[config.mk]
export PLATFORM = sky130hd
export DESIGN_NAME = cmp_seq_ctrl
export DESIGN_NICKNAME = d
export VERILOG_FILES = /design/src/rtl/cmp_seq_pkg.sv /design/src/rtl/cmp2_slice.sv /design/src/rtl/cmp_seq_ctrl.sv
export SDC_FILE = /design/constraint.sdc
export NUM_CORES = 1
export LEC_CHECK = 0
export BUFFER_PORTS_ARGS = -buffer_cell sky130_fd_sc_hd__clkbuf_2
export CAP_MARGIN = 20
export CORE_ASPECT_RATIO = 0.9
export CORE_MARGIN = 2
export CORE_UTILIZATION = 55
export DETAILED_ROUTE_END_ITERATION = 12
export HOLD_SLACK_MARGIN = 0.12
export PLACE_DENSITY = 0.93
export SYNTH_ARGS = -nofsm -noshare
export SYNTH_HDL_FRONTEND = slang
export SYNTH_SLANG_ARGS = --single-unit
[constraint.sdc]
create_clock -name clk -period 3.87 [get_ports clk]
set_clock_uncertainty 0.1 [all_clocks]
set_input_delay 0.774 -clock clk [delete_from_list [all_inputs] [get_ports clk]]
set_output_delay 0.774 -clock clk [all_outputs]
set_load 0.02 [all_outputs]
[src/rtl/cmp_seq_pkg.sv]
// Shared types and constants for the serial magnitude-compare sequencer.
// The optional early-exit mode is selected in cmp_seq_ctrl with CMP_SEQ_EARLY_EXIT_EN.
package cmp_seq_pkg;

    typedef enum logic [1:0] {
        IDLE = 2'd0,
        RUN  = 2'd1,
        DONE = 2'd2
    } state_t;

    localparam logic [1:0] RES_NONE = 2'd0;
    localparam logic [1:0] RES_GT   = 2'd1;
    localparam logic [1:0] RES_EQ   = 2'd2;
    localparam logic [1:0] RES_LT   = 2'd3;

    function automatic int slices_of(input int width);
        return width / 2;
    endfunction

endpackage

[src/rtl/cmp2_slice.sv]
// Combinational 2-bit unsigned compare; exactly one of gt/eq/lt is high.
module cmp2_slice (
    input  logic [1:0] a,
    input  logic [1:0] b,
    output logic       gt,
    output logic       eq,
    output logic       lt
);

    assign gt = (a > b);
    assign eq = (a == b);
    assign lt = (a < b);

endmodule

[src/rtl/cmp_seq_ctrl.sv]
// Serial WIDTH-bit unsigned compare, 2 bits per cycle, MSB pair first.
// Define CMP_SEQ_EARLY_EXIT_EN to finish on the first differing slice.
module cmp_seq_ctrl
    import cmp_seq_pkg::*;
#(
    parameter int WIDTH = 8
) (
    input  logic             clk,
    input  logic             rst_n,
    input  logic             start,
    input  logic [WIDTH-1:0] a,
    input  logic [WIDTH-1:0] b,
    output logic             busy,
    output logic             done,
    output logic             gt,
    output logic             eq,
    output logic             lt
);

    localparam int SLICES = slices_of(WIDTH);
    localparam int IDX_W  = (SLICES > 1) ? $clog2(SLICES) : 1;

    // Handshake: start is accepted only in IDLE or DONE; operands are sampled on
    // that edge, done pulses for one cycle, and gt/eq/lt hold until the next done.
    state_t           state;
    state_t           state_nxt;
    logic [WIDTH-1:0] sh_a;
    logic [WIDTH-1:0] sh_b;
    logic [IDX_W-1:0] idx;
    logic [1:0]       dec;
    logic [1:0]       dec_nxt;
    logic [1:0]       res;
    logic             s_gt;
    logic             s_eq;
    logic             s_lt;
    logic             accept;
    logic             finish;

    cmp2_slice u_slice (
        .a  (sh_a[WIDTH-1 -: 2]),
        .b  (sh_b[WIDTH-1 -: 2]),
        .gt (s_gt),
        .eq (s_eq),
        .lt (s_lt)
    );

    // The first differing slice decides; later slices never override it.
    always_comb begin
        dec_nxt = dec;
        if (dec == RES_NONE) begin
            dec_nxt = s_eq ? RES_NONE : (s_gt ? RES_GT : (s_lt ? RES_LT : RES_NONE));
        end
    end

`ifdef CMP_SEQ_EARLY_EXIT_EN
    assign finish = (idx == '0) || (dec_nxt != RES_NONE);
`else
    assign finish = (idx == '0);
`endif

    assign accept = start && ((state == IDLE) || (state == DONE));

    always_comb begin
        state_nxt = state;
        case (state)
            IDLE:    if (start) state_nxt = RUN;
            RUN:     if (finish) state_nxt = DONE;
            DONE:    state_nxt = start ? RUN : IDLE;
            default: state_nxt = IDLE;
        endcase
    end

    always_ff @(posedge clk or negedge rst_n) begin
        if (!rst_n) begin
            state <= IDLE;
            sh_a  <= '0;
            sh_b  <= '0;
            idx   <= '0;
            dec   <= RES_NONE;
            res   <= RES_NONE;
        end else begin
            state <= state_nxt;
            if (accept) begin
                sh_a <= a;
                sh_b <= b;
                idx  <= IDX_W'(SLICES - 1);
                dec  <= RES_NONE;
            end else if (state == RUN) begin
                sh_a <= sh_a << 2;
                sh_b <= sh_b << 2;
                idx  <= idx - 1'b1;
                dec  <= dec_nxt;
                if (finish) begin
                    res <= (dec_nxt == RES_NONE) ? RES_EQ : dec_nxt;
                end
            end
        end
    end

    assign busy = (state == RUN);
    assign done = (state == DONE);
    assign gt   = (res == RES_GT);
    assign eq   = (res == RES_EQ);
    assign lt   = (res == RES_LT);

endmodule
==> Word level (Yosys, flattened, before mapping) <==
Index checks and enable logic that the tools add are counted.
{ "totals": {"register_bits": 24, "in_bits": 19, "out_inout_bits": 5, "word_cells": 44} }
{ "classes": {"add_sub_neg": 1, "n_lt_le_gt_ge": 2, "eq_ne": 8, "muxes": 17, "bitwise_logic": 1, "reduce_logical": 9} }
{ "ops": {"columns": ["cell", "n"], "rows": [
  ["2-to-1 mux 8 bit", 4],
  ["2-to-1 mux 2 bit", 11],
  ["logical NOT 2 bit", 4],
  ["equality test 2 bit (second input constant)", 3],
  ["one-hot mux 2 bit (3 select lines)", 1],
  ["equality test 2 x 1 -> 1 bit (second input constant)", 2],
  ["AND reduction 3 bit", 1],
  ["equality test 2 bit", 1],
  ["> comparator 2 bit", 1],
  ["< comparator 2 bit", 1],
  ["inequality test 2 x 1 -> 1 bit (second input constant)", 1],
  ["inequality test 2 bit (second input constant)", 1],
  ["AND reduction 2 bit", 1],
  ["nonzero test 2 bit", 1],
  ["subtractor 2 x 1 -> 2 bit (second input constant)", 1],
  ["logical AND 1 bit", 1],
  ["logical OR 1 bit", 1],
  ["2-to-1 mux 1 bit", 1],
  ["NOT 1 bit", 1]
]} }

==> Logic depth before layout (Yosys ltp) <==
{ "depth": {"word_depth": 7, "ltp_mapped": 5, "ltp_nobuf": 5} }

==> Modules after synthesis <==
Synthesis repeated with hierarchy kept, for this count alone.
{ "hier_totals": {"cells_unflattened": 114, "area_unflattened_um2": 1136.1} }
{ "modules_own_cells": {"columns": ["module", "instances", "cells_each", "area_per_inst_um2", "seq_area_each_um2"], "rows": [
  ["cmp_seq_ctrl", 1, 105, 1073.5, 600.6],
  ["cmp2_slice", 1, 9, 62.6, 0.0]
]} }

==> Least setup slack after synthesis <==
Ideal clock, no wire load.
{ "synth_timing": {"path_type": "flip-flop to output port", "start": "reg state[1]", "end": "out busy", "arrival_ps": 847, "required_ps": 2996, "setup_slack_ps": 2149, "path_stages_with_launch": 4, "n_path_buf": 1, "cell_sequence": "dfrtp_1 nand2b_2 inv_2 buf_2"} }
{ "synth_via": {"elab_chain_len": 1} }
{ "synth_lines": {"columns": ["item", "line", "rtl"], "rows": [
  ["from (decl)", "cmp_seq_ctrl.sv:25", "state_t state;"],
  ["from (signal assigned)", "cmp_seq_ctrl.sv:82", "state <= state_nxt;"],
  ["equality test 2 x 1 -> 1 bit", "cmp_seq_ctrl.sv:100", "assign busy = (state == RUN);"],
  ["to (decl)", "cmp_seq_ctrl.sv:13", "output logic busy,"]
]} }
No other way between the ends.

==> Worst setup path in the final report <==
Ends and elaborated chain as after synthesis.

==> results by group <==
Setup path
  – Reg2reg path depth: 4
  – Critical-path top delay cell: dfrtp_1
  – Crit path cell chain: nand2b_2 -> inv_2 -> clkbuf_2
  – Worst endpoint required time: 3.00 ns
  – Cell depth of the worst setup path: 3
  – Crit-path max cell delay: 0.40 ns
  – R2R setup slack: 2.23 ns
  – Critical path fanouts, max: 21
  – Startpoint types: flop
  – Delay-heaviest family, CP: buffers and inverters
  – CP Class: flop to output port
  – CP Capture Type: output port
  – Critical Path Start: state[1]$_DFFE_PN0P_
  – Worst path bufs/invs: 2
  – Worst R2R Start: state[1]$_DFFE_PN0P_
  – FF-to-FF End: sh_a[6]$_DFFE_PN0P_
  – CP Capture Point: busy
  – Critical Path AT: 1.61 ns

Synthesis
  – Post-Synth Adder-Cell Area: 0.03480
  – Yosys top cell by area: dfrtp_1
  – Cells taking the most area after synthesis: dfrtp_1, a22oi_1, nand3_1, nand2_1, ha_1
  – Syn Area/Cell: 10.27 µm²
  – Netlist cell types: 25
  – Synthesized flop and latch total: 24
  – Xor/xnor cell area share of the yosys netlist: 0
  – Cells after Synth: 105
  – Simple-gate share of the synthesized area: 0.1810
  – Syn Nets: 127
  – Synth Area in Compound Gates: 0.1775
  – Sequential-to-total area share from yosys stat: 0.5568
  – Mapped Area: 1079 µm²
  – Largest family of logic cells by synthesized area: simple AND/OR/NAND/NOR gates
  – Portion of netlist area occupied by mux cells: 0
  – Synth top area share: 0.5568
  – Synth warn: 0

Routing
  – Routed len/inst: 13.93 µm
  – Initial DRC count: 33
  – Final WL: 2118 µm
  – Final antenna-violating net count: 0
  – Post-route DRC: 0
  – Total number of vias: 867
  – Drt first pass iters: 4
  – Vias per cell: 5.704

Flow run
  – Max_cap viols: 0

Floorplanning
  – Initial Util: 0.5747
  – Die width: 50.68 µm
  – Die ar.: 2332 µm²
  – Die Ht: 46.01 µm
  – Area of the core: 1877 µm²
  – Cell Rows: 15
  – I/O Pins: 24

Pwr
  – Reg power frac: 0.418
  – PwrDens: 841.3 nW/µm²
  – Logic pwr share: 0.455
  – Leakage power: 0.6243 nW
  – Sw frac: 0.4184
  – Clk pwr share: 0.127
  – Worst VDD drop: 0.3924 mV
  – Switching pwr: 434.3 µW
  – Internal Power: 603.6 µW

Timing
  – Post-route setup TNS: 0 ns
  – Final hold violations: 0
  – Slew Limit Headroom: 0.6099
  – RSZ-0062 raised after global routing: no
  – Post-route minimum period: 2.483 ns
  – Fmax: 402.8 MHz
  – Least-Margin Pin Slew: 0.5851 ns
  – Final period utilization: 0.6415
  – Fin. max-slew vios: 0
  – Setup violators final: 0

Clock network
  – Clock buffer depth: 2
  – CTS Buf Count: 3
  – H-tree levels: 1
  – Hold-fix buffers, CTS: 0
  – Insertion delay of the later-clocked pin in the worst-skew pair: 0.32 ns
  – PostCTS Resize Cnt: 0
  – Clk root buf: clkbuf_4
  – CTS tree: yes
  – Setup Buffers After CTS: 0
  – CTS sink cnt: 24
  – Clock transition at path regs: 0.13 ns

Placement
  – Area after DPL: 1197 µm²
  – # port buffers: 23
  – Hpwl dp: 1449 µm
  – Gpl congestion: 0.7452

GRT
  – Grt total ovfl: 0
  – Largest net degree at the start of global routing: 25
  – Initial antenna violation count: 0
  – Gr busiest metal: met2
  – Gr usage total: 0.1991
  – First-pass GRT wire length: 3346 µm
  – Met2 GRT Util: 0.3605
  – Vias in the first global route: 826
  – Routing usage on met3: 0.05921
  – Met1 GRT Util: 0.2323

Finish
  – Commonest non-fill, non-tap cells in the layout: dfrtp_1, clkbuf_2, nand2_1
  – Final #Nets: 150
  – Area delta synth->final: 14.38%
  – Design area: 1234 µm²
  – Fin util: 0.6573
  – Commonest non-fill, non-tap cell in the layout: dfrtp_1
  – Number of diodes: 0
  – Proportion of layout cells with a drive suffix above 1: 0.2441

Status
  – Status: finished, final reports clean

Min path
  – Hold WC Path Type: primary input to asynchronous set/reset pin
## registers in the layout, indices dropped and copies added (netlist names)
register and cells:
sh_a 8, sh_b 8, dec 2, idx 2
res 2, state 2
## worst min-delay path by stage
stage                           to  cells past startpoint
2_1_floorplan   idx[0]$_DFFE_PN0P_                      1
3_3_place_gp    idx[0]$_DFFE_PN0P_                      1
3_5_place_dp   sh_a[0]$_DFFE_PN0P_                      1
4_1_cts        sh_a[0]$_DFFE_PN0P_                      1
5_1_grt        sh_b[7]$_DFFE_PN0P_                      1
6_report        dec[1]$_DFFE_PN0P_                      1
## per-stage QoR
stage                     power, mW  hold slack (ns)  worst slack, ns  instances
after CTS                     1.040           0.3368            1.398        152
final                         1.038           0.3284            1.387        152
after global routing          1.113           0.3557            1.319        152
after detailed placement     0.9042           0.3826            1.764        148
after floorplan              0.8025           0.3445            2.149        105
after global placement       0.8737           0.3580            1.799        148
## cell families (layout without fill, tap and decap cells)
group,count (synthesis),in the layout
flip-flops,24,24
AO/OA/AOI/OAI,28,28
buffers and inverters,11,33
adder cells (fa/ha/maj),3,3
AND/OR/NAND/NOR,39,39
## power groups by stage
stage               Clock [mW]  Combinational (mW)  Sequential, mW
finish                   0.132               0.472           0.434
detailed placement           0               0.469           0.435
floorplan                    0               0.387           0.415
global route             0.144               0.526           0.443
CTS                      0.136               0.473           0.431
global placement             0               0.448           0.426
## synth_stat cells
| cell type | instances |
|---|---|
| nand2b_1 | 2 |
| nor2b_1 | 5 |
| nand2_1 | 11 |
| buf_6 | 1 |
| inv_1 | 4 |
| dfrtp_1 | 24 |
| nor2_2 | 1 |
| o211ai_1 | 1 |
| nand3_1 | 10 |
| a31oi_1 | 1 |
| a221o_1 | 1 |
| inv_2 | 1 |
| buf_2 | 4 |
| and2_1 | 2 |
| o22ai_1 | 2 |
| nor3_1 | 2 |
| a21oi_1 | 7 |
| o21ai_0 | 2 |
| clkbuf_1 | 1 |
| ha_1 | 3 |
| a22o_1 | 4 |
| nand2b_2 | 1 |
| nand3b_1 | 1 |
| nor2_1 | 4 |
| a22oi_1 | 10 |
## cell type report
class,count,area (µm²)
fill,163,643.1
sequential,24,600.6
multi-input combinational,70,424.2
timing repair buffer,24,122.6
clock buffer,4,36.28
tap,25,31.28
inverter,5,18.77
## per-layer routing
layer,share of wire,vias to the layer above,routed length (µm)
li1,-,416,-
met1,0.43,417,907
met2,0.51,32,1078
met3,0.057,2,121
met4,0.0042,0,9
met5,0,-,0
(Power assumes the default switching activity.)
